`config.mk`:
```
export PLATFORM = sky130hd
export DESIGN_NAME = encoder_4to2
export DESIGN_NICKNAME = d
export VERILOG_FILES = /design/src/rtl/encoder_4to2.sv
export SDC_FILE = /design/constraint.sdc
export NUM_CORES = 1
export LEC_CHECK = 0
export BUFFER_PORTS_ARGS = -buffer_cell sky130_fd_sc_hd__buf_2
export CAP_MARGIN = 15
export CORE_AREA = 2 2 39 41
export DETAILED_ROUTE_END_ITERATION = 6
export DIE_AREA = 0 0 41 43
export SLEW_MARGIN = 20
export SYNTH_ARGS = -nofsm -noshare
export SYNTH_HDL_FRONTEND = slang
export SYNTH_SLANG_ARGS = --single-unit
```
`constraint.sdc`:
```
create_clock -name clk -period 1.09 [get_ports clk]
set_input_delay 0 -clock clk [delete_from_list [all_inputs] [get_ports clk]]
set_output_delay 0 -clock clk [all_outputs]
set_load 0.05 [all_outputs]
```
`src/rtl/encoder_4to2.sv`:
```
// encoder_4to2 : 4-input priority encoder with a combinational result and a
// registered copy of it.
//
// Parameters:
//   PRIORITY_HIGH  1 = highest index wins (D3 > D2 > D1 > D0)
//                  0 = lowest index wins  (D0 > D1 > D2 > D3)
//
// Ports:
//   clk        in   single clock, rising-edge
//   rst        in   asynchronous active-high reset
//   D0..D3     in   request lines
//   Y[1:0]     out  combinational index of the winning request
//   V          out  combinational valid (any request active)
//   Y_q[1:0]   out  Y registered on clk
//   V_q        out  V registered on clk
//   CHG        out  one-cycle pulse when the registered {V_q,Y_q} changed
//   M          out  sticky multi-hot flag (optional feature)
//
// Build option:
//   ENCODER_4TO2_MULTI_HOT_EN  when defined, M is a sticky flag set on any
//   edge that sees two or more requests at once and cleared only by rst.
//   When undefined, M is tied to 0 and no multi-hot logic exists.
//
// Y is 00 both for "D0 wins" and for "no request"; consumers qualify with V.

module encoder_4to2 #(
    parameter int PRIORITY_HIGH = 1
) (
    input  logic       clk,
    input  logic       rst,
    input  logic       D0,
    input  logic       D1,
    input  logic       D2,
    input  logic       D3,
    output logic [1:0] Y,
    output logic       V,
    output logic [1:0] Y_q,
    output logic       V_q,
    output logic       CHG,
    output logic       M
);

    logic [1:0] y_c;
    logic       v_c;

    always_comb begin
        y_c = 2'b00;
        if (PRIORITY_HIGH != 0) begin
            if (D3)      y_c = 2'b11;
            else if (D2) y_c = 2'b10;
            else if (D1) y_c = 2'b01;
            else         y_c = 2'b00;
        end else begin
            // No request falls through to 00 rather than 11.
            if (D0)      y_c = 2'b00;
            else if (D1) y_c = 2'b01;
            else if (D2) y_c = 2'b10;
            else if (D3) y_c = 2'b11;
            else         y_c = 2'b00;
        end
    end

    assign v_c = D0 | D1 | D2 | D3;
    assign Y   = y_c;
    assign V   = v_c;

    // CHG compares the value being captured against the value currently held,
    // so it is high during the cycle following a change of the registered copy.
    always_ff @(posedge clk or posedge rst) begin
        if (rst) begin
            Y_q <= 2'b00;
            V_q <= 1'b0;
            CHG <= 1'b0;
        end else begin
            Y_q <= y_c;
            V_q <= v_c;
            CHG <= ({v_c, y_c} != {V_q, Y_q});
        end
    end

`ifdef ENCODER_4TO2_MULTI_HOT_EN
    logic [2:0] req_count;
    logic       multi_sticky;

    assign req_count = {2'b00, D0} + {2'b00, D1} + {2'b00, D2} + {2'b00, D3};

    always_ff @(posedge clk or posedge rst) begin
        if (rst) begin
            multi_sticky <= 1'b0;
        end else if (req_count >= 3'd2) begin
            multi_sticky <= 1'b1;
        end
    end

    assign M = multi_sticky;
`else
    assign M = 1'b0;
`endif

endmodule

```
==> metrics.md <==
| Metric | Value |
|---|---|
| Syn-to-layout area delta | `58.8%` |
| First DRT Iteration DRCs | `0` |
| Die extent in y | `43 um` |
| Number of instances in the synthesized netlist | `19` |
| Combinational family with the most area after synthesis | `simple AND/OR/NAND/NOR gates` |
| Critical Path End Type | `flop` |
| Starting Density | `13.8%` |
| Die span in x | `41 um` |
| Leading cell type in the layout, fill and taps excluded | `buf_2` |
| Remaining number of nets flagged by the antenna check after routing | `0` |
| GRT met2 Usage | `10.0%` |
| I/O Pins | `14` |
| Post-route core utilization | `22.0%` |
| Total number of vias | `194` |
| Worst R2R Path Depth | `3` |
| Sequential element share of the synthesized area | `52.3%` |
| Number of placement rows | `14` |
| WS Path Type | `reg2reg` |
| Largest net degree at the start of global routing | `6` |
| Count of state elements after synthesis | `4` |
| Overall die area | `1760 um^2` |
| Post-synthesis cell type count | `15` |
| Final Net Count | `42` |
| Synth Net Count | `25` |
| Setup bufs post-CTS | `0` |
| Power density over the cells | `1510 nW/um^2` |
| Maximum net fanout on the critical path | `5` |
| Required time of the critical path | `1200 ps` |
| Post-cts sizing count | `0` |
| Basic-gate share of the synthesized area counting and, or, nand and nor cells | `20.3%` |
| Layout cell share with drive strength beyond 1 | `55.9%` |
| Number of warnings printed during yosys synthesis | `0` |
| Leading cell types in the layout, fill and taps excluded | `12 x buf_2, 3 x clkbuf_4, 2 x dfrtp_1, 2 x dfrtp_2, 2 x inv_1` |
| Launching element of the worst setup path | `V_q$_DFF_PP0_` |
| Slew Viols, Final | `0` |
| Share of the clock period used by the worst path after layout | `91.7%` |
| Synthesized-area fraction occupied by xor and xnor cells | `4.58%` |
| Via count of the first global-routing pass | `204` |
| Register-to-register setup slack | `90 ps` |
| Total Routed Length | `513 um` |
| Share of cell area taken by muxes after synthesis | `0%` |
| Worst-skew pair later-pin latency | `230 ps` |
| Arrival time of data at the critical path endpoint | `1110 ps` |
| Area of the mapped netlist | `191 um^2` |
| Core area | `1380 um^2` |
| First-pass detailed-route iteration total | `1` |
| R2R Path End | `CHG$_DFF_PP0_` |
| Detail-routed net length per standard cell | `10.3 um` |
| Number of sinks handled by clock tree synthesis | `4` |
| Maximum VDD drop | `0.462 mV` |
| Total of hold buffers inserted after clock tree synthesis | `1` |
| CTS max path bufs | `2` |
| Setup TNS after final layout | `0 ps` |
| Average cell area after synthesis | `10.1 um^2` |
| TritonCTS clock tree | `built` |
| Crit path launch type | `flop` |
| Status | `finished clean` |
| Initial antenna violation count | `0` |
| Path class of the lowest-slack min-delay path | `in2reg` |
| Number of maximum-capacitance constraint violations | `0` |
| Number of antenna repair diodes | `0` |
| Achievable frequency | `1000 MHz` |
| GPL Wtd Cong | `0.669` |
| Total routing resource utilization after global routing | `7.23%` |
| CTS Root Buffer Type | `clkbuf_4` |
| Level count of the clock H-tree | `1` |
| Number of buffers created by CTS | `3` |
| Setup-violating endpoint count in the final report | `0` |
| Overall overflow remaining after global route | `0` |
| Total power consumption of the routed design | `459 uW` |
| Hold Fails Final Rpt | `0` |
| Most Used Layer, Global Route | `met2` |
| Timing endpoint of the critical path | `CHG$_DFF_PP0_` |
| Synthesized-area fraction occupied by adder cells | `0%` |
| Final period demand of the worst path | `999 ps` |
| Routing usage on met1 | `7.07%` |
| Clock transition time at the flip-flop clock pins of the worst setup and hold paths | `40 ps` |
| Unrepaired setup endpoints after global routing | `false` |
| Port bufs | `12` |
| Detail-routed via count per cell | `3.88` |
| Detailed-route DRC error count | `0` |
| Final setup skew | `1.87 ps` |
| GR Layer Usage met3 | `4.71%` |
| Leakage power figure | `0.000139 uW` |
| Share of the synthesized area in compound gates (AO/OA/AOI/OAI) | `13.1%` |
| R2r startpoint | `V_q$_DFF_PP0_` |
| Global-route wire length before repair | `793 um` |
## power by group
part / switching (uW) / internal (uW) / leakage (uW)
sequential: 7.16 / 159 / 0.0000397
clock: 56.4 / 123 / 0.0000138
combinational: 82.9 / 30.7 / 0.0000857
## layout make-up
| type | instances | area (um^2) |
|---|---|---|
| inverters | 2 | 7.51 |
| well taps | 16 | 20.0 |
| flip-flops and latches | 4 | 103 |
| repair buffers | 13 | 70.1 |
| fillers | 159 | 1080 |
| multi-input cells | 12 | 81.3 |
| clock buffers | 3 | 22.5 |
## cells in the mapped netlist, drive strengths merged
master  n  area share, %
dfrtp   4             52
a21o    1            3.9
a21oi   1            2.6
conb    1            2.0
o31ai   1            3.9
nor2    1            2.0
or3     1            3.3
or2     1            4.6
nand4b  1            4.6
nand4   1            3.3
nand3   1            2.6
o21ai   1            2.6
buf     1            3.9
inv     2            3.9
xor2    1            4.6
## state kept, by name (all words and copies together), names as in the netlist
name  count
CHG       1
Y_q       2
V_q       1
## stage by stage
stage                     cells  hold WS, ps  instance area, um^2  worst slack [ps]
after floorplan              19         -234                  199             -2.86
after global placement       46         -114                  272               132
after detailed placement     46         -114                  272               103
after CTS                    50         2.88                  304              96.8
after global routing         50         7.35                  304              64.8
final                        50         13.1                  304              90.7
## kinds of logic (layout without fill, tap and decap cells)
| logic type | count (synthesis) | after routing |
|---|---|---|
| AND/OR/NAND/NOR | 6 | 6 |
| XOR/XNOR | 1 | 1 |
| buffers and inverters | 3 | 18 |
| flip-flops | 4 | 4 |
| other | 1 | 1 |
| AO/OA/AOI/OAI | 4 | 4 |
## worst min path at each step
stage,startpoint,to,slack [ps],cells past startpoint
final,D0,V_q$_DFF_PP0_,10,2
after global routing,D0,V_q$_DFF_PP0_,7,2
after CTS,D0,V_q$_DFF_PP0_,3,2
after floorplan,rst,CHG$_DFF_PP0_,-230,1
after global placement,rst,CHG$_DFF_PP0_,-110,2
after detailed placement,rst,CHG$_DFF_PP0_,-110,2
## per-layer routing
| layer | up-vias | share of wire [%] |
|---|---|---|
| li1 | 94 | - |
| met1 | 90 | 44 |
| met2 | 10 | 48 |
| met3 | 0 | 7.8 |
| met4 | 0 | 0 |
| met5 | - | 0 |
## worst max-delay path: stages (launching register included)
cell     delay, ps
dfrtp_2        430
xor2_1         160
o31ai_1        190
a21oi_1         90
Note: power is estimated with default switching activity, not from simulation.
